File: src/rtl/mask_pkg.sv
// mask_pkg: shared constants and helpers for the masked S-box controller.
//   SHARES_DEF / LAT_DEF : default share count and core enable-latency
//   nz_f / r_bits_f / nb_f : multiplier randomness pairs, total random bits, LFSR bank size
//   LFSR_POLY / seed_f / lfsr_step_f : Galois LFSR x^32+x^22+x^2+x+1 and per-entry seeds
package mask_pkg;

    localparam int unsigned SHARES_DEF = 3;
    localparam int unsigned LAT_DEF    = 7;

    // Right-shift Galois feedback mask for x^32+x^22+x^2+x+1
    localparam logic [31:0] LFSR_POLY = 32'h8020_0003;

    typedef logic [7:0] byte_t;

    // Random pairs per shared multiplier
    function automatic int unsigned nz_f(input int unsigned shares);
        return shares * (shares - 1) / 2;
    endfunction

    // Total random bits: share masks plus multiplier randomness
    function automatic int unsigned r_bits_f(input int unsigned shares, input int unsigned nz);
        return (shares - 1) * 8 + 18 * nz;
    endfunction

    // Number of 32-bit LFSRs needed to cover r random bits
    function automatic int unsigned nb_f(input int unsigned r);
        return (r + 31) / 32;
    endfunction

    // Distinct non-zero seed per bank entry (odd stride keeps them distinct)
    function automatic logic [31:0] seed_f(input int unsigned idx);
        logic [31:0] s;
        s = 32'hACE1_0001 + 32'(idx) * 32'h9E37_79B9;
        if (s == 32'h0) s = 32'h0000_0001;
        return s;
    endfunction

    function automatic logic [31:0] lfsr_step_f(input logic [31:0] s);
        return s[0] ? ((s >> 1) ^ LFSR_POLY) : (s >> 1);
    endfunction

endpackage

File: src/rtl/mask_lfsr32.sv
// mask_lfsr32: one 32-bit Galois LFSR of the masking randomness bank.
//   clk, reset      : clock, asynchronous active-high reset (loads SEED)
//   step_i          : advance one step this cycle
//   reseed_i        : XOR reseed_data_i into the (possibly stepped) state
//   reseed_data_i   : entropy word
//   state_o         : current state
module mask_lfsr32
    import mask_pkg::*;
#(
    parameter logic [31:0] SEED = 32'h0000_0001
) (
    input  logic        clk,
    input  logic        reset,
    input  logic        step_i,
    input  logic        reseed_i,
    input  logic [31:0] reseed_data_i,
    output logic [31:0] state_o
);

    logic [31:0] state_q, state_d, stepped;

    // Step first, then fold in entropy; an all-zero result would lock up, so reload the seed
    always_comb begin
        stepped = step_i ? lfsr_step_f(state_q) : state_q;
        state_d = stepped;
        if (reseed_i) begin
            state_d = stepped ^ reseed_data_i;
            if (state_d == 32'h0) state_d = SEED;
        end
    end

    always_ff @(posedge clk or posedge reset) begin
        if (reset) state_q <= SEED;
        else       state_q <= state_d;
    end

    assign state_o = state_q;

endmodule

File: src/rtl/sbox_mask_ctrl.sv
// sbox_mask_ctrl: handshake, mode and masking controller around an external
// masked AES S-box core with a fixed enable-latency of LAT.
//   in_valid/in_ready/in_data/in_decrypt : unmasked byte request (in_decrypt=1 -> inverse S-box)
//   out_valid/out_ready/out_data         : unmasked result (XOR of core output shares)
//   core_en/core_decrypt/core_x/core_q   : masked core pipeline control and shares
//   core_zm/core_zi                      : fresh multiplier randomness
//   reseed_valid/reseed_data             : entropy injection into the LFSR bank
// Optional feature: define MASK_PRNG_EN to build the LFSR randomness bank;
// otherwise all randomness is zero and the reseed ports are ignored.
module sbox_mask_ctrl
    import mask_pkg::*;
#(
    parameter int unsigned SHARES = SHARES_DEF,
    parameter int unsigned LAT    = LAT_DEF,
    parameter int unsigned NZ     = nz_f(SHARES)
) (
    input  logic                clk,
    input  logic                reset,
    input  logic                in_valid,
    output logic                in_ready,
    input  logic [7:0]          in_data,
    input  logic                in_decrypt,
    output logic                out_valid,
    input  logic                out_ready,
    output logic [7:0]          out_data,
    output logic                core_en,
    output logic                core_decrypt,
    output logic [SHARES*8-1:0] core_x,
    input  logic [SHARES*8-1:0] core_q,
    output logic [3*NZ*4-1:0]   core_zm,
    output logic [3*NZ*2-1:0]   core_zi,
    input  logic                reseed_valid,
    input  logic [31:0]         reseed_data
);

    localparam int unsigned R   = r_bits_f(SHARES, NZ);
    localparam int unsigned SW  = (SHARES - 1) * 8;
    localparam int unsigned ZMW = 3 * NZ * 4;
    localparam int unsigned ZIW = 3 * NZ * 2;

    logic [LAT-1:0] vld_q, vld_d;
    logic           mode_q, mode_d;
    logic           accept;
    logic [R-1:0]   rnd;

    // Pipeline occupancy and mode: the core stalls only when the finished item is not taken
    always_comb begin
        core_en  = !(vld_q[LAT-1] && !out_ready);
        in_ready = core_en && (in_decrypt == mode_q);
        accept   = in_valid && in_ready;
        vld_d    = vld_q;
        mode_d   = mode_q;
        if (core_en) vld_d = (vld_q << 1) | LAT'(accept);
        // Switch direction only once the pipe has drained; costs one idle cycle
        if (in_valid && (in_decrypt != mode_q) && (vld_q == '0)) mode_d = in_decrypt;
    end

    always_ff @(posedge clk or posedge reset) begin
        if (reset) begin
            vld_q  <= '0;
            mode_q <= 1'b0;
        end else begin
            vld_q  <= vld_d;
            mode_q <= mode_d;
        end
    end

    assign out_valid    = vld_q[LAT-1];
    assign core_decrypt = mode_q;

    // Unmask the core result
    always_comb begin
        out_data = 8'h00;
        for (int unsigned k = 0; k < SHARES; k++) out_data ^= core_q[8*k +: 8];
    end

    // Split the request into shares; bubbles carry a masked zero
    always_comb begin
        core_x      = '0;
        core_x[7:0] = accept ? in_data : 8'h00;
        for (int unsigned k = 1; k < SHARES; k++) begin
            core_x[8*k +: 8] = rnd[8*(k-1) +: 8];
            core_x[7:0]     ^= rnd[8*(k-1) +: 8];
        end
    end

    assign core_zm = rnd[SW +: ZMW];
    assign core_zi = rnd[SW + ZMW +: ZIW];

`ifdef MASK_PRNG_EN
    localparam int unsigned NB  = nb_f(R);
    localparam int unsigned RSW = (NB > 1) ? $clog2(NB) : 1;

    logic [RSW-1:0]   rs_idx_q, rs_idx_d;
    logic [32*NB-1:0] bank;

    // Round-robin target for reseed words
    always_comb begin
        rs_idx_d = rs_idx_q;
        if (reseed_valid) rs_idx_d = (32'(rs_idx_q) == NB - 1) ? '0 : rs_idx_q + RSW'(1);
    end

    always_ff @(posedge clk or posedge reset) begin
        if (reset) rs_idx_q <= '0;
        else       rs_idx_q <= rs_idx_d;
    end

    for (genvar b = 0; b < NB; b++) begin : g_bank
        mask_lfsr32 #(.SEED(seed_f(b))) u_lfsr (
            .clk          (clk),
            .reset        (reset),
            .step_i       (core_en),
            .reseed_i     (reseed_valid && (32'(rs_idx_q) == 32'(b))),
            .reseed_data_i(reseed_data),
            .state_o      (bank[32*b +: 32])
        );
    end

    assign rnd = bank[R-1:0];

    if (32 * NB > R) begin : g_spare
        logic unused_bank;
        assign unused_bank = ^bank[32*NB-1:R];
    end
`else
    logic unused_reseed;
    assign unused_reseed = ^{reseed_valid, reseed_data};
    assign rnd = '0;
`endif

endmodule
File: config.mk
export PLATFORM = sky130hd
export DESIGN_NAME = sbox_mask_ctrl
export DESIGN_NICKNAME = d
export VERILOG_FILES = /design/src/rtl/mask_pkg.sv /design/src/rtl/mask_lfsr32.sv /design/src/rtl/sbox_mask_ctrl.sv
export SDC_FILE = /design/constraint.sdc
export NUM_CORES = 1
export LEC_CHECK = 0
export ABC_AREA = 0
export BUFFER_PORTS_ARGS = -buffer_cell sky130_fd_sc_hd__buf_2
export CORE_MARGIN = 2
export CORE_UTILIZATION = 30
export DETAILED_ROUTE_END_ITERATION = 16
export GPL_TIMING_DRIVEN = 0
export PLACE_DENSITY = 0.81
export SYNTH_ARGS = -nofsm -noshare
export SYNTH_HDL_FRONTEND = slang
export SYNTH_SLANG_ARGS = --single-unit
File: constraint.sdc
create_clock -name clk -period 1.5 [get_ports clk]
set_input_delay 0.3 -clock clk [delete_from_list [all_inputs] [get_ports clk]]
set_output_delay 0.3 -clock clk [all_outputs]
set_load 0.005 [all_outputs]
=== Yosys cells after proc, flatten, opt, wreduce, memory -nomap -nowiden ===
Cells that the tools add are included.

* Flip-flop bits (word level): 8
* Output and inout bits: 90
* Logic and storage cells: 16
* Input port bits: 70

* Eq/ne operators: 2
* Reductions and logical operators: 8
* Bitwise operators: 3
* Mux-type cells: 1

{| class="wikitable"
|+ Operators with widths
! cell !! number
|-
| 8-bit bitwise XOR || 2
|-
| 8-bit 2-to-1 mux || 1
|-
| 7-bit logical NOT || 1
|-
| 7-bit by 1-bit OR with 7-bit output || 1
|-
| 1-bit logical AND || 5
|-
| 1-bit logical NOT || 2
|-
| 1-bit == test || 1
|-
| 1-bit inequality test || 1
|}

=== Logic depth before layout (Yosys ltp) ===
Gate-level depths: netlist (run 1).

* Word-level depth: 6
* Gate-level depth with buffers: 4
* Depth with buffers taken out: 3

=== Worst setup path after synthesis (run 1) ===
OpenSTA, ideal clock, no wires.

* Path kind: register to output
* Start point: reg vld_q[6]
* End point: out core_x[0]
* Cell stages (with the launch flop): 5
* Arrival time: 1.066 ns
* Slack: 0.134 ns
* Path buffers: 1
* Path through: dfrtp_1 > nor2b_4 > buf_6 > nor3b_4 > and2_1

* Cells in the longest elaborated chain, start to end: 5

{| class="wikitable"
|+ Ends and longest elaborated chain
! what !! line !! source
|-
| start, declared || sbox_mask_ctrl.sv:41 || <nowiki>logic [LAT-1:0] vld_q, vld_d;</nowiki>
|-
| start signal, assigned || sbox_mask_ctrl.sv:63 || <nowiki>vld_q <= vld_d;</nowiki>
|-
| 1-bit logical AND || sbox_mask_ctrl.sv:48 || <nowiki>core_en = !(vld_q[LAT-1] && !out_ready);</nowiki>
|-
| 1-bit logical NOT || sbox_mask_ctrl.sv:48 ||
|-
| 1-bit logical AND || sbox_mask_ctrl.sv:49 || <nowiki>in_ready = core_en && (in_decrypt == mode_q);</nowiki>
|-
| 1-bit logical AND || sbox_mask_ctrl.sv:50 || <nowiki>accept = in_valid && in_ready;</nowiki>
|-
| 8-bit 2-to-1 mux || sbox_mask_ctrl.sv:80 || <nowiki>core_x[7:0] = accept ? in_data : 8'h00;</nowiki>
|-
| end, declared || sbox_mask_ctrl.sv:28 || <nowiki>output logic [SHARES*8-1:0] core_x,</nowiki>
|}

Every way passes these cells.

=== Final worst setup path (run 1) ===
* Start point: reg mode_q (netlist: core_decrypt)
* End point: out core_x[6]

* Cells in the longest elaborated chain, start to end: 4

{| class="wikitable"
|+ Ends and longest elaborated chain
! what !! line !! source
|-
| start, declared || sbox_mask_ctrl.sv:42 || <nowiki>logic mode_q, mode_d;</nowiki>
|-
| start signal, assigned || sbox_mask_ctrl.sv:64 || <nowiki>mode_q <= mode_d;</nowiki>
|-
| 1-bit == test || sbox_mask_ctrl.sv:49 ||
|-
| 1-bit logical AND || sbox_mask_ctrl.sv:49 ||
|-
| 1-bit logical AND || sbox_mask_ctrl.sv:50 ||
|-
| 8-bit 2-to-1 mux || sbox_mask_ctrl.sv:80 ||
|}

Every way passes these cells.

==> metrics.md, run 1 <==
| Metric | Value |
|---|---|
| Die width | `64.2 µm` |
| Setup crit start kind | `flop` |
| Placed cell count | `slightly below 300` |
| Buffers on Ports | `56` |
| WL/cell | `7.59 µm` |
| Synth top area share | `0.483` |
| Die footprint | `4120 µm²` |
| Pwr Density | `791 nW/µm²` |
| Worst hold-check path type | `input port to flop` |
| Critical path arrival | `around 1.4 ns` |
| Critical Path Sink Type | `output pin` |
| Syn Std Cell Area | `roughly 1100 µm²` |
| CTS max path bufs | `2` |
| Most used DFF post-synth | `dfrtp_1` |
| Lkg Pwr | `1.13 nW` |
| Setup Skew | `0.00461 ns` |
| Pwr Total | `between 1 and 1.5 mW` |
| Setup TNS | `-1.36 ns` |
| Iter 0 DRT Violations | `5` |
| Clock buffer count from CTS | `3` |
| Pin count of the biggest net entering global routing | `9` |
| Die height | `64.2 µm` |
| DRT Pass-1 Iters | `3` |
| Final ANT Viol Nets | `0` |
| Num ports | `160` |
| Synth area leaders | `buf_4 48%, dfrtp_1 18%, xnor2_1 13%, mux2_2 5.2%, and2_1 4.6%` |
| Hold WS | `0.379 ns` |
| Synthesized instance count | `roughly 120` |
| Via count | `~950` |
| Synthesis-to-layout area growth | `64.6%` |
| Remaining Overflow, GRT | `0` |
| Routability congestion estimate | `0.667` |
| Register area | `201 µm²` |
| Max FO, Critical Path | `5` |
| Finish-stage setup viols | `8` |
| # DRC | `0` |
| Clock-pin slew on the worst setup and hold paths | `0.05 ns` |
| Core area | `3420 µm²` |
| Library cells used by synthesis | `18` |
| Initial Utilization | `0.318` |
| Violated checks | `setup timing` |
| Fin crit share | `1.12` |
| Max-cap violation count | `0` |
| Post-synth top cells | `70 x buf_4, 16 x xnor2_1, 8 x and2_1, 8 x dfrtp_1, 5 x mux2_2` |
| Fraction of layout cells with a size suffix above 1 | `0.574` |
| Fmax | `a little under 600 MHz` |
| Fin crit period | `1.68 ns` |
| Max-slew violation count | `0` |
| Cell taking the most area after synthesis | `buf_4` |
| Root Driver | `clkbuf_4` |
| RSZ-0062 raised after global routing | `yes` |
| Setup slack after layout | `-0.183 ns` |
| Maximum VDD drop | `727 µV` |
| # rows | `21` |
| Multi-input gate area in the final layout | `639 µm²` |
| Antenna violations before repair | `0` |
| Total GRT Usage | `0.101` |
| Number of flops mapped to enable cells by yosys | `0` |
| Number of synthesized register bits | `8` |
| Async SR Flop Fraction | `1.00` |
| # fillers | `roughly 330` |
| Vias in the first global route | `816` |
| First-pass GRT wire length | `3.40 mm` |
| Status | `finished with violations` |
| Seq/Total Area, Yosys | `0.184` |
| Synth Area per Inst | `8.99 µm²` |
| Final hold violation count | `0` |
| Clock sink count | `8` |
| Final wirelength | `2.29 mm` |
| CTS tree | `yes` |
| Drt via density | `3.14` |
| Crit path required time | `1.20 ns` |
| H-tree Lvls | `1` |
| Finished Layout Cells | `a little over 300` |
| Total number of yosys warnings | `0` |
| Worst skew pair latency | `about 0.25 ns` |
| Final net count | `328` |
| Antenna cell count | `0` |
| Top-count cell post-synth | `buf_4` |
| Critical setup path kind | `flop to output pin` |
critical path, cell delays in order (launching register included):
cell	delay [ns]
dfrtp_2	0.43
xor2_4	0.18
nor3b_4	0.25
and2_1	0.16
buf_2	0.11
what timing repair did:
action,4_1_cts,5_1_grt
hold endpoints to repair,8,0
gates cloned,1,0
pin swaps,4,3
gates resized for setup,2,2
hold buffers,1,0
setup endpoints to repair,8,9
buffers inserted,5,1
kinds of logic (layout without fill, tap and decap cells):
group | count (synthesis) | in the layout | synth area share
buffers and inverters | 73 | 138 | 0.501
XOR/XNOR | 17 | 17 | 0.137
AND/OR/NAND/NOR | 15 | 16 | 0.102
flip-flops | 8 | 8 | 0.184
multiplexers | 6 | 6 | 0.0656
other | 1 | 70 | 0.00345
AO/OA/AOI/OAI | 1 | 1 | 0.00691
metal layers:
metal / part of all wire / global-route usage / vias to the layer above
met5: 0 / 0 / -
met4: 0.0070 / 0.0319 / 0
met3: 0.12 / 0.0246 / 2
met1: 0.29 / 0.0804 / 386
li1: - / - / 505
met2: 0.59 / 0.225 / 56
area by class of cell:
| cell class | count | area share |
|---|---|---|
| Multi-Input combinational cell | 110 | 0.357 |
| Buffer | 70 | 0.294 |
| Timing Repair Buffer | 63 | 0.187 |
| Sequential cell | 8 | 0.113 |
| Tap cell | 46 | 0.0322 |
| Clock buffer | 3 | 0.0126 |
| Inverter | 2 | 0.00420 |
metrics by stage:
stage,cell area (µm²),setup slack (ns),util
floorplan,1350,0.134,-
global placement,1680,-0.0715,0.493
detailed placement,1680,-0.0918,0.493
CTS,1770,-0.215,0.518
global route,1790,-0.283,0.524
finish,1790,-0.183,0.524
state kept, by name, indices dropped and copies added (netlist names):
| name | count |
|---|---|
| core_decrypt | 1 |
| vld_q | 7 |
worst paths after layout:
kind / slack (ns) / start / cells after the start / to
max in group asynchronous: 0.71 / reset / 3 / core_decrypt
worst min register to register: 0.50 / vld_q[5] / 1 / vld_q[6]
min in group asynchronous: 0.54 / reset / 3 / vld_q[2]
worst max register to register: 0.14 / core_decrypt / 6 / vld_q[0]
worst min-delay path: 0.38 / in_decrypt / 2 / core_decrypt
worst max-delay path: -0.18 / core_decrypt / 4 / core_x[6]
cell usage in the layout, fill, tap and decap left out, drive strengths merged, types with 2 or more instances in the layout:
cell / instances
buf: 132
conb: 70
xnor2: 16
and2: 8
dfrtp: 8
mux2: 6
clkbuf: 3
inv: 2
nor3b: 2
power by group:
group          total [mW]  internal [mW]  switching, mW
Clock               0.160         0.0912         0.0684
Combinational       0.852          0.523          0.329
Sequential          0.404          0.323         0.0810
Total                1.42          0.938          0.478
Note: power is estimated with default switching activity, not from simulation.
==> inputs of run 2 (changes only) <==
SETUP_SLACK_MARGIN = 0.15   (was default)
==> run 2 against run 1 <==
The run still ends with setup timing left. Register-to-register slack gained 0.13 ns. Routed wire length grew 3.5%. Core utilization grew 0.70 points. Clock skew shrank 0.0032 ns.
==> metrics.md, run 2 (synthesized netlist as in run 1, its figures left out) <==
| Metric | Value |
|---|---|
| Status | `finished with violations` |
| Violated checks | `setup timing` |
| Core area | `3420 µm²` |
| Max reg flops | `7` |
| Initial Utilization | `0.318` |
| R2R setup slack | `between 0.2 and 0.3 ns` |
| Worst hold-check path type | `input port to flop` |
| Remaining Overflow, GRT | `0` |
| Multi-input gate area in the final layout | `628 µm²` |
| Fraction of layout cells with a size suffix above 1 | `0.592` |
| Clock buffer count from CTS | `3` |
| Most frequent cells in the layout | `73 x buf_4, 70 x conb_1, 52 x buf_2, 16 x xnor2_1, 8 x dfrtp_1` |
| Finish-stage setup viols | `9` |
| Iter 0 DRT Violations | `3` |
| Fin crit period | `1.76 ns` |
| Max-slew violation count | `0` |
| Max-cap violation count | `0` |
| WL/cell | `between 7 and 8 µm` |
| Maximum VDD drop | `593 µV` |
| Fmax | `570 MHz` |
| Critical path launch point | `vld_q[6]` |
| RR Startpoint | `vld_q[6]` |
| Placed cell areas | `1680 µm²` |
| CP delay by family, top | `simple AND/OR/NAND/NOR gates` |
| Finished Cell Area | `1810 µm²` |
| Routability congestion estimate | `0.738` |
| Final ANT Viol Nets | `0` |
| Synthesis-to-layout area growth | `66.7%` |
| Critical path arrival | `1.46 ns` |
| WP buf/inv | `3` |
| Placed cell count | `292` |
| Setup slack after layout | `-0.256 ns` |
| Drt via density | `3.25` |
| Vias in the first global route | `830` |
| Lkg Pwr | `between 1 and 1.5 nW` |
| RSZ-0062 raised after global routing | `yes` |
| # fillers | `roughly 340` |
| # DRC | `0` |
| Setup Skew | `0.00145 ns` |
| CP most frequent cell | `buf_2` |
| Final wirelength | `2.37 mm` |
| Num ports | `160` |
| Via count | `979` |
| DRT Pass-1 Iters | `4` |
| Hold WS | `0.338 ns` |
| Most common cell after layout, fill and taps aside | `buf_4` |
| Fin crit share | `1.17` |
| Final HPWL DP | `2.12 mm` |
| R2r worst-path depth | `4` |
| Final hold violation count | `0` |
| Final net count | `327` |
| First-pass GRT wire length | `3.54 mm` |
| Crit-path slowest cell | `dfrtp_1` |
| # rows | `21` |
| H-tree Lvls | `1` |
| Worst skew pair latency | `0.25 ns` |
| Root Driver | `clkbuf_4` |
| Critical Path End | `core_x[0]` |
| Slowest cell delay on critical path | `0.37 ns` |
| Pin count of the biggest net entering global routing | `10` |
| Clock sink count | `8` |
| Crit path required time | `between 1 and 1.5 ns` |
| Critical setup path kind | `flop to output pin` |
| Clock-pin slew on the worst setup and hold paths | `0.05 ns` |
| Max FO, Critical Path | `4` |
| CTS max path bufs | `2` |
| Finished Layout Cells | `301` |
| Buffers on Ports | `56` |
| Worst r2r dst | `core_decrypt` |
| Register area | `200 µm²` |
| Antenna violations before repair | `0` |
| Total GRT Usage | `0.108` |
| CTS tree | `yes` |
| Critical path depth | `6` |
| Crit path cell chain | `nor2b_4 -> buf_6 -> nor3b_4 -> buf_2 -> and2_1 -> buf_2` |
| Die height | `64.2 µm` |
| Pwr Density | `789 nW/µm²` |
| Antenna cell count | `0` |
| Die width | `approximately 64 µm` |
| Critical Path Sink Type | `output pin` |
| Most flop-heavy register | `vld_q` |
| Die footprint | `roughly 4100 µm²` |
| Setup crit start kind | `flop` |
==> run 2: power breakdown <==
part,leakage [nW],total [mW],switching [mW],internal (mW)
combinational,1.02,0.865,0.317,0.549
clock,0.0138,0.164,0.0725,0.0915
sequential,0.102,0.402,0.0813,0.321
total,1.14,1.43,0.470,0.961
==> run 2: area by class of cell <==
cell class	count	share of cell area
Clock buffer	3	0.0124
Buffer	71	0.296
Tap cell	46	0.0317
Sequential cell	8	0.110
Timing Repair Buffer	62	0.199
Inverter	2	0.00414
Multi-Input combinational cell	109	0.346
==> run 2: how the worst min path moves through the flow <==
stage / start / endpoint / slack [ns] / cells past startpoint
2_1_floorplan: reset / core_decrypt / 0.12 / 1
3_3_place_gp: reset / vld_q[3] / 0.25 / 2
3_5_place_dp: reset / vld_q[2] / 0.26 / 2
4_1_cts: in_decrypt / core_decrypt / 0.33 / 2
5_1_grt: in_decrypt / core_decrypt / 0.33 / 2
6_report: in_decrypt / core_decrypt / 0.34 / 2
==> run 2: metal layers <==
metal / vias to the layer above / global-route usage / wire length [µm]
li1: 501 / - / -
met5: - / 0 / 0
met1: 412 / 0.0802 / 614
met4: 0 / 0.0479 / 36
met3: 4 / 0.0370 / 358
met2: 62 / 0.234 / 1360
==> run 2: what timing repair did <==
action,4_1_cts,5_1_grt
gates resized for setup,11,4
setup buffers,5,0
hold buffers,1,0
setup endpoints to repair,10,11
hold endpoints to repair,8,0
pin swaps,9,0
==> run 2: metrics by stage <==
step | setup slack (ns) | total power [mW] | utilization | setup TNS, ns
finish | -0.256 | 1.43 | 0.531 | -1.91
global route | -0.350 | 1.55 | 0.531 | -2.68
CTS | -0.260 | 1.42 | 0.526 | -1.94
detailed placement | -0.130 | 1.13 | 0.493 | -0.651
global placement | -0.108 | 1.12 | 0.493 | -0.545
floorplan | 0.152 | 0.896 | - | 0
==> inputs of run 3 (changes only) <==
--- a/config.mk
+++ b/config.mk
@@ -9,4 +9,6 @@
 export BUFFER_PORTS_ARGS = -buffer_cell sky130_fd_sc_hd__buf_2
+export CORE_ASPECT_RATIO = 1.75
 export CORE_MARGIN = 2
 export CORE_UTILIZATION = 30
+export CTS_CLUSTER_SIZE = 8
 export DETAILED_ROUTE_END_ITERATION = 16
--- a/constraint.sdc
+++ b/constraint.sdc
@@ -3,2 +3,2 @@
 set_output_delay 0.3 -clock clk [all_outputs]
-set_load 0.005 [all_outputs]
+set_load 0.1 [all_outputs]
==> run 3 against run 2 <==
The run still ends with setup timing left. Combinational power rose to 3.7 times the previous value. Final area up 33%. Total power rose to 2.7 times the previous value. Register-to-register slack worse by 0.21 ns. Critical endpoint unchanged. Largest cell class unchanged. Largest power group unchanged. Highest routed layer unchanged.
==> metrics.md, run 3 (synthesized netlist as in run 1, its figures left out) <==
| Metric | Value |
|---|---|
| Status | `finished with violations` |
| Violated checks | `setup timing` |
| Total GRT Usage | `0.143` |
| Finished Cell Area | `2410 µm²` |
| Max-slew violation count | `0` |
| Crit path cell chain | `nor2b_4 -> buf_8 -> nor3b_4 -> buf_6 -> and2_4 -> buf_12` |
| Comb power frac | `0.821` |
| Finished Layout Cells | `304` |
| Initial Utilization | `0.306` |
| Worst r2r dst | `core_decrypt` |
| CP delay by family, top | `simple AND/OR/NAND/NOR gates` |
| Setup Skew | `0.000241 ns` |
| Core area | `3560 µm²` |
| Critical path arrival | `1.65 ns` |
| P_sw | `2.29 mW` |
| Fin crit period | `around 2.0 ns` |
| Num ports | `160` |
| Lkg Pwr | `1.35 nW` |
| Clock buffer count from CTS | `3` |
| Routability congestion estimate | `0.746` |
| R2r worst-path depth | `5` |
| Max reg flops | `7` |
| Die height | `83.6 µm` |
| Fmax | `512 MHz` |
| Pwr Total | `3.86 mW` |
| Vias in the first global route | `1022` |
| Remaining Overflow, GRT | `0` |
| Die width | `49.5 µm` |
| RR Startpoint | `vld_q[6]` |
| Antenna violations before repair | `0` |
| Placed cell count | `292` |
| # DRC | `0` |
| Most flop-heavy register | `vld_q` |
| Iter 0 DRT Violations | `4` |
| Crit-path slowest cell | `dfrtp_4` |
| Max FO, Critical Path | `5` |
| Worst skew pair latency | `0.23 ns` |
| Fraction of layout cells with a size suffix above 1 | `0.690` |
| Via count | `1025` |
| Setup crit start kind | `flop` |
| Hold_buf cts | `0` |
| Int Power | `1.58 mW` |
| Worst hold-check path type | `input port to async pin` |
| Pin count of the biggest net entering global routing | `9` |
| Crit path required time | `1.20 ns` |
| Setup slack after layout | `-0.451 ns` |
| Clock power share | `0.066` |
| WL/cell | `slightly above 10 µm` |
| Root Driver | `clkbuf_8` |
| Final ANT Viol Nets | `0` |
| Maximum VDD drop | `roughly 860 µV` |
| Max-cap violation count | `0` |
| CTS tree | `yes` |
| Most common cell after layout, fill and taps aside | `buf_4` |
| Buffers on Ports | `56` |
| Hold WS | `approximately 0.003 ns` |
| Flop pwr share | `0.113` |
| Final HPWL DP | `between 2 and 2.5 mm` |
| Critical setup path kind | `flop to output pin` |
| Antenna cell count | `0` |
| Clock sink count | `8` |
| H-tree Lvls | `1` |
| Die footprint | `4140 µm²` |
| Synthesis-to-layout area growth | `122%` |
| Final wirelength | `roughly 3.1 mm` |
| Clock-pin slew on the worst setup and hold paths | `0.04 ns` |
| Final hold violation count | `0` |
| Critical Path Sink Type | `output pin` |
| Fin util | `0.679` |
| Pwr Density | `1600 nW/µm²` |
| Fraction of power spent switching nets | `0.592` |
| Worst slack at placement | `-0.508 ns` |
| Finish-stage setup viols | `10` |
| # rows | `29` |
| CTS max path bufs | `2` |
| Most frequent cells in the layout | `75 x buf_4, 70 x conb_1, 36 x buf_2, 16 x xnor2_4, 11 x buf_12` |
| R2R setup slack | `0.06 ns` |
| DRT Pass-1 Iters | `2` |
| Placed cell areas | `2030 µm²` |
| Final net count | `330` |
| # fillers | `264` |
| WP buf/inv | `3` |
| Drt via density | `3.37` |
| Slowest cell delay on critical path | `0.46 ns` |
| First-pass GRT wire length | `between 4 and 5 mm` |
| Setup TNS | `-3.85 ns` |
| RSZ-0062 raised after global routing | `yes` |
| Fin crit share | `1.30` |
==> run 3: cell types whose count changed in the layout (fill, tap and decap cells not counted), moves of 3 or more <==
cell,previous run,this run
buf_8,0,4
clkbuf_4,3,0
buf_2,52,36
and2_4,5,8
clkbuf_8,0,3
and2_1,3,0
buf_6,7,10
buf_12,0,11
xnor2_1,16,0
xnor2_4,0,16
==> run 3: per-layer routing <==
| metal | global-route usage | part of all wire | vias to the layer above |
|---|---|---|---|
| met2 | 0.280 | 0.60 | 78 |
| li1 | - | - | 506 |
| met4 | 0.0455 | 0.0067 | 0 |
| met1 | 0.133 | 0.28 | 439 |
| met5 | 0 | 0 | - |
| met3 | 0.0448 | 0.11 | 2 |
==> run 3: how the worst max path moves through the flow <==
stage | startpoint | to | slack, ns | cells after the start
detailed placement | vld_q[6] | core_x[0] | -0.51 | 5
global route | core_decrypt | core_x[0] | -0.50 | 5
floorplan | vld_q[6] | core_x[0] | -0.40 | 4
CTS | vld_q[6] | core_x[3] | -0.44 | 6
global placement | vld_q[6] | core_x[0] | -0.51 | 5
finish | vld_q[6] | core_x[0] | -0.45 | 6
==> run 3: final cells by class <==
| cell class | instances | area, µm² | share of cell area |
|---|---|---|---|
| sequential | 8 | 208 | 0.0861 |
| clock buffer | 3 | 41.3 | 0.0171 |
| tap | 46 | 57.6 | 0.0238 |
| timing repair buffer | 65 | 596 | 0.247 |
| buffer | 71 | 541 | 0.224 |
| multi-input combinational | 109 | 963 | 0.399 |
| inverter | 2 | 7.51 | 0.00311 |
==> run 3: worst reg2reg max path, cell delays in order, from the launching register on <==
cell,delay [ns]
dfrtp_4,0.46
buf_4,0.14
buf_6,0.12
nor4b_4,0.19
nand2_1,0.11
mux2_4,0.31
==> run 3: power groups by stage <==
| stage | Sequential, mW | Clock (mW) | Combinational (mW) |
|---|---|---|---|
| 2_1_floorplan | 0.607 | 0 | 2.10 |
| 3_3_place_gp | 0.419 | 0 | 2.52 |
| 3_5_place_dp | 0.422 | 0 | 2.54 |
| 4_1_cts | 0.426 | 0.269 | 3.02 |
| 5_1_grt | 0.451 | 0.283 | 3.26 |
| 6_report | 0.436 | 0.255 | 3.17 |
==> run 3: timing repair <==
item	in CTS	in global routing
cloned	1	0
buffers inserted	6	2
setup endpoints to repair	20	21
pin swaps	5	4
gates resized for setup	67	8
